--- src/rtl/lru_pkg.sv ---
// rtl/lru_pkg.sv - shared op/state encodings and log2 helper for the LRU controller
package lru_pkg;

  localparam logic [1:0] OP_NONE  = 2'd0;
  localparam logic [1:0] OP_TOUCH = 2'd1;
  localparam logic [1:0] OP_QUERY = 2'd2;

  typedef enum logic {
    ST_INIT = 1'b0,
    ST_RUN  = 1'b1
  } state_t;

  function automatic int log2(input int n);
    int r;
    r = 0;
    for (int i = 0; i < 31; i++) begin
      if ((1 << i) < n) r = i + 1;
    end
    return r;
  endfunction

endpackage

--- src/rtl/onehot_to_bin.sv ---
// rtl/onehot_to_bin.sv - one-hot to binary encoder; lowest set bit wins, zero input gives 0
module onehot_to_bin
  import lru_pkg::*;
#(
  parameter int WIDTH    = 4,
  parameter int WAY_BITS = log2(WIDTH)
) (
  input  logic [WIDTH-1:0]    i_onehot,
  output logic [WAY_BITS-1:0] o_bin
);

  always_comb begin
    o_bin = '0;
    for (int i = WIDTH - 1; i >= 0; i--) begin
      if (i_onehot[i]) o_bin = WAY_BITS'(i);
    end
  end

endmodule

--- src/rtl/lru_ctrl.sv ---
// rtl/lru_ctrl.sv - LRU state array sequencer: init sweep, fill>hit>query arbitration,
// two-stage accept/access pipeline with same-index read-after-write stall
module lru_ctrl
  import lru_pkg::*;
#(
  parameter int WIDTH      = 4,
  parameter int INDEX_BITS = 8,
  parameter int WAY_BITS   = log2(WIDTH)
) (
  input  logic                  clock,
  input  logic                  reset,
  input  logic                  hit_valid,
  output logic                  hit_ready,
  input  logic [INDEX_BITS-1:0] hit_index,
  input  logic [WAY_BITS-1:0]   hit_way,
  input  logic                  fill_valid,
  output logic                  fill_ready,
  input  logic [INDEX_BITS-1:0] fill_index,
  input  logic [WAY_BITS-1:0]   fill_way,
  input  logic                  query_valid,
  output logic                  query_ready,
  input  logic [INDEX_BITS-1:0] query_index,
  output logic                  victim_valid,
  output logic [WAY_BITS-1:0]   victim_way,
  output logic                  init_done,
  output logic                  lru_reset,
  output logic [INDEX_BITS-1:0] lru_index,
  output logic [WAY_BITS-1:0]   lru_access,
  output logic                  lru_access_valid,
  input  logic [WIDTH-1:0]      lru_in
);

  state_t                r_state;
  state_t                w_state_next;
  logic [INDEX_BITS-1:0] r_count;
  logic [INDEX_BITS-1:0] r_last_index;
  logic [1:0]            r_s1_op;
  logic [INDEX_BITS-1:0] r_s1_index;
  logic [WAY_BITS-1:0]   r_s1_way;

  logic                  w_run;
  logic                  w_req;
  logic [1:0]            w_req_op;
  logic [INDEX_BITS-1:0] w_req_index;
  logic [WAY_BITS-1:0]   w_req_way;
  logic                  w_sel_fill;
  logic                  w_sel_hit;
  logic                  w_sel_query;
  logic                  w_hazard;
  logic                  w_grant;

  always_comb begin
    w_state_next = r_state;
    if (r_state == ST_INIT && (&r_count)) w_state_next = ST_RUN;
  end

  assign w_run = (r_state == ST_RUN) && !reset;

  always_comb begin
    w_req       = 1'b0;
    w_req_op    = OP_NONE;
    w_req_index = '0;
    w_req_way   = '0;
    w_sel_fill  = 1'b0;
    w_sel_hit   = 1'b0;
    w_sel_query = 1'b0;
    if (fill_valid) begin
      w_req       = 1'b1;
      w_req_op    = OP_TOUCH;
      w_req_index = fill_index;
      w_req_way   = fill_way;
      w_sel_fill  = 1'b1;
    end else if (hit_valid) begin
      w_req       = 1'b1;
      w_req_op    = OP_TOUCH;
      w_req_index = hit_index;
      w_req_way   = hit_way;
      w_sel_hit   = 1'b1;
    end else if (query_valid) begin
      w_req       = 1'b1;
      w_req_op    = OP_QUERY;
      w_req_index = query_index;
      w_sel_query = 1'b1;
    end
    // The array commits a touch at the end of S1, so a same-set request must wait one cycle
    w_hazard = (r_s1_op == OP_TOUCH) && (r_s1_index == w_req_index);
    w_grant  = w_run && w_req && !w_hazard;
  end

  assign fill_ready  = w_grant && w_sel_fill;
  assign hit_ready   = w_grant && w_sel_hit;
  assign query_ready = w_grant && w_sel_query;

  always_ff @(posedge clock) begin
    if (reset) begin
      r_state      <= ST_INIT;
      r_count      <= '0;
      r_last_index <= '0;
      r_s1_op      <= OP_NONE;
      r_s1_index   <= '0;
      r_s1_way     <= '0;
    end else begin
      r_state <= w_state_next;
      if (r_state == ST_INIT) begin
        r_count      <= r_count + 1'b1;
        r_last_index <= r_count;
      end
      if (w_grant) begin
        r_s1_op      <= w_req_op;
        r_s1_index   <= w_req_index;
        r_s1_way     <= w_req_way;
        r_last_index <= w_req_index;
      end else begin
        r_s1_op <= OP_NONE;
      end
    end
  end

  always_comb begin
    lru_index = r_last_index;
    if (reset) lru_index = '0;
    else if (r_state == ST_INIT) lru_index = r_count;
    else if (w_grant) lru_index = w_req_index;
  end

  assign lru_reset        = reset || (r_state == ST_INIT);
  assign init_done        = w_run;
  assign lru_access       = r_s1_way;
  assign lru_access_valid = !reset && (r_s1_op == OP_TOUCH);
  assign victim_valid     = !reset && (r_s1_op == OP_QUERY);

  onehot_to_bin #(
    .WIDTH   (WIDTH),
    .WAY_BITS(WAY_BITS)
  ) u_victim_enc (
    .i_onehot(lru_in),
    .o_bin   (victim_way)
  );

endmodule
--- config.mk ---
export PLATFORM = sky130hd
export DESIGN_NAME = lru_ctrl
export DESIGN_NICKNAME = d
export VERILOG_FILES = /design/src/rtl/lru_pkg.sv /design/src/rtl/onehot_to_bin.sv /design/src/rtl/lru_ctrl.sv
export SDC_FILE = /design/constraint.sdc
export NUM_CORES = 1
export LEC_CHECK = 0
export ABC_CLOCK_PERIOD_IN_PS = 6800
export CORE_MARGIN = 1
export CORE_UTILIZATION = 35
export CTS_CLUSTER_SIZE = 30
export DETAILED_ROUTE_END_ITERATION = 8
export SETUP_SLACK_MARGIN = 0.3
export SLEW_MARGIN = 15
export SYNTH_ARGS = -nofsm -noshare
export SYNTH_HDL_FRONTEND = slang
export SYNTH_SLANG_ARGS = --single-unit
export TNS_END_PERCENT = 1
--- constraint.sdc ---
create_clock -name clock -period 6.8 [get_ports clock]
set_input_delay 1.7 -clock clock [delete_from_list [all_inputs] [get_ports clock]]
set_output_delay 1.7 -clock clock [all_outputs]
set_load 0.02 [all_outputs]
==> impl_metrics.toml <==
[power]
irDropWorstVdd_v = 0.0001246
p_int_uw = 281.0
power_leakage_nw = 1.003
power_switching_share_pct = 27.72
powerDensity_mw_per_mm2 = 141.2
p_comb_share_pct = 18.6
pwr-share-seq_pct = 44.9
pwr-share-clk_pct = 36.5
power_switching_uw = 107.8

[yosys]
async_flop_share_pct = 0
ys_ff_latch = 29
netlist_instances = 260
syn-num-nets = 298
synthTopCellsByCount = "dfxtp_1 (29), nor2_1 (24), a21oi_1 (22)"
synth-edff-count = 0
yosysTopAreaCell = "dfxtp_1"
ys.flop_type = "dfxtp_1"
synth.yosys.seq_area_share_pct = 28.70
synth_area_leaders = "dfxtp_1 (29%), a21oi_1 (5.4%), nor2_1 (4.5%)"
yosys.cell_count.top_type = "dfxtp_1"
ys_types = 56
syn-cell-area_mm2 = 0.002023
syn_area_per_cell_um2 = 7.782
synth_top_area_share_pct = 28.70
ys_warn_count = 0

[grt]
grt_max_degree = 40
antenna_found_initial = 0
grt_pass1_vias = 1958
grt_use_total_pct = 18.94
grt_pass1_wl_mm = 9.135
grt-ovfl-total = 0

[cells_and_area]
diodes = 0
nFillCells = 566
syn2layout_area_growth_pct = 36.12
utilization_pct = 49.71
nets = 355
postLayoutCellArea_mm2 = 0.002754
drive_gt1_share_pct = 13.21

[clock_network]
path_clk_slew_ns = 0.07
cts_root_buffer = "clkbuf_8"
numCtsBuffers = 5
cts_tree = "built"
clock_path_buffers = 2
clkLatencyLatePin_ns = 0.29
clkSinkCount = 29
cts_htree_levels = 2
cts_hold_buf = 0

[die]
core_mm2 = 0.005540
top_level_ports = 56
rows = 27
fp.dieH_um = 78.03
initial_core_util_pct = 36.52
fp.dieW_um = 78.03
die_area_mm2 = 0.006089

[route]
drtIter0Drc = 66
via_count = 2110
first_pass_iters = 4
postRouteAntennaNets = 0
drt-total-wl_mm = 5.535
viasPerCell = 5.410
route.detailed.wl_per_inst_um = 14.19
drc_errors = 0

[hold_path]
hold_path_startpoint = "lru_access[0]$_SDFFE_PP0N_"
hp-class = "reg2reg"
worst_hold_path.num_cells = 2
hold_path_end = "lru_access[0]$_SDFFE_PP0N_"

[sta]
worst_pin_slew_ns = 0.8952
min_period_ns = 6.309
setup-violations-final = 0
min_period_over_period_pct = 92.77
slew_headroom_pct = 40.24
maxSlewViolCount = 0
rsz0062_at_grt = "false"
fin_skew_ns = 0.005420
hold_violations = 0
fmax_ghz = 0.1585
fin_setup_tns_ns = 0
setup_slack_ns = 0.4914

[placement]
post-place-ws_ns = 0.1222
place_area_mm2 = 0.002644
port-buffer-count = 55
hpwlAfterDp_mm = 4.131
gp_congestion = 0.8227

[critical_path]
start_kind = "primary input"
r2r_slack_ns = 4.29
cp_data_arrival_time_ns = 4.61
worstSetupPathType = "in2out"
worstReg2RegStart = "r_state$_SDFFE_PP0P_"
reg2regPathDepth = 7
path_max_fanout = 13
crit_path_end_kind = "primary output"
reg2reg_to = "r_last_index[0]$_SDFFE_PP0P_"
required_ns = 5.10

[run]
cap_violations = 0

[status]
status = "finished clean"
[registers in the layout (all words and copies together) (netlist names)]
| name | flops |
|---|---|
| r_last_index | 8 |
| r_s1_op | 2 |
| lru_access | 2 |
| r_state | 1 |
| r_count | 8 |
| r_s1_index | 8 |
[critical path, stage by stage]
cell	delay (ns)
clkdlybuf4s50_1	0.53
buf_4	0.23
o311ai_0	0.14
nor2_1	0.16
nand4b_1	0.21
nor4_4	0.39
buf_4	0.23
nand3_2	0.09
a41oi_1	0.27
clkdlybuf4s50_1	0.65
[cell families after synthesis]
family	count (synthesis)	share of synthesized area, %
multiplexers	5	2.906
buffers and inverters	31	7.853
AND/OR/NAND/NOR	102	28.20
AO/OA/AOI/OAI	81	26.96
flip-flops	29	28.70
adder cells (fa/ha/maj)	1	0.6183
XOR/XNOR	11	4.762
[cells in the final DEF (no fill, tap or decap), types with 2 or more instances in the layout]
master           count
a211oi_1             4
a21oi_1             22
a21oi_2              2
a22oi_1              4
a31oi_1              9
a41oi_1              6
and3_1               9
buf_4               13
clkbuf_8             5
clkdlybuf4s50_1     52
clkinv_2             2
clkinvlp_4           2
dfxtp_1             29
dlymetal6s2s_1       2
inv_1               12
mux2_2               3
nand2_1             13
nand2b_1             8
nand3_1             10
nand3_2              3
nand3b_1             9
nor2_1              24
nor2b_1              7
nor3_1               6
nor4_1               2
o211ai_1             4
o21ai_0             10
o21ai_2              2
o22ai_1              4
o32ai_1              2
or3_1                2
xnor2_1              8
xor2_1               3
[power by group through the flow]
| stage | sequential, mW | combinational (mW) | clock, mW |
|---|---|---|---|
| 2_1_floorplan | 0.178 | 0.0368 | 0 |
| 3_3_place_gp | 0.178 | 0.0722 | 0 |
| 3_5_place_dp | 0.178 | 0.0717 | 0 |
| 4_1_cts | 0.175 | 0.0724 | 0.144 |
| 5_1_grt | 0.175 | 0.0797 | 0.152 |
| 6_report | 0.175 | 0.0723 | 0.142 |
[area by class of cell]
class	count	area, um2	share of cell area (%)
inverters	13	52.55	1.908
well taps	72	90.09	3.271
repair buffers	68	651.9	23.67
multi-input cells	200	1292	46.93
flip-flops and latches	29	580.6	21.08
clock buffers	5	68.82	2.499
clock inverters	3	17.52	0.6361
[routing by layer]
| layer | global-route usage, % | wire length [um] | vias to the layer above |
|---|---|---|---|
| li1 | - | - | 1069 |
| met1 | 24.56 | 2605 | 979 |
| met2 | 31.42 | 2525 | 54 |
| met3 | 3.605 | 310 | 8 |
| met4 | 6.481 | 93 | 0 |
| met5 | 0 | 0 | - |
[through the flow]
stage	std cells	hold WS, ns	total power [mW]
floorplan	260	0.4835	0.2146
global placement	381	0.4902	0.2505
detailed placement	381	0.4992	0.2501
CTS	389	0.5091	0.3913
global route	390	0.5393	0.4068
finish	390	0.5016	0.3887
[how the worst max path moves through the flow]
stage              endpoint  cells after the start         from
2_1_floorplan  lru_index[3]                      9  query_valid
3_3_place_gp   lru_index[6]                     11    hit_valid
3_5_place_dp   lru_index[6]                     11    hit_valid
4_1_cts        lru_index[4]                     10    hit_valid
5_1_grt        lru_index[7]                     10   fill_valid
6_report       lru_index[4]                     10   fill_valid
[timing repair]
action / 4_1_cts / 5_1_grt
setup buffers: 0 / 1
pin swaps: 0 / 2
gates resized for setup: 2 / 4
endpoints found under the setup margin: 8 / 10
Note: power is estimated with default switching activity, not from simulation.
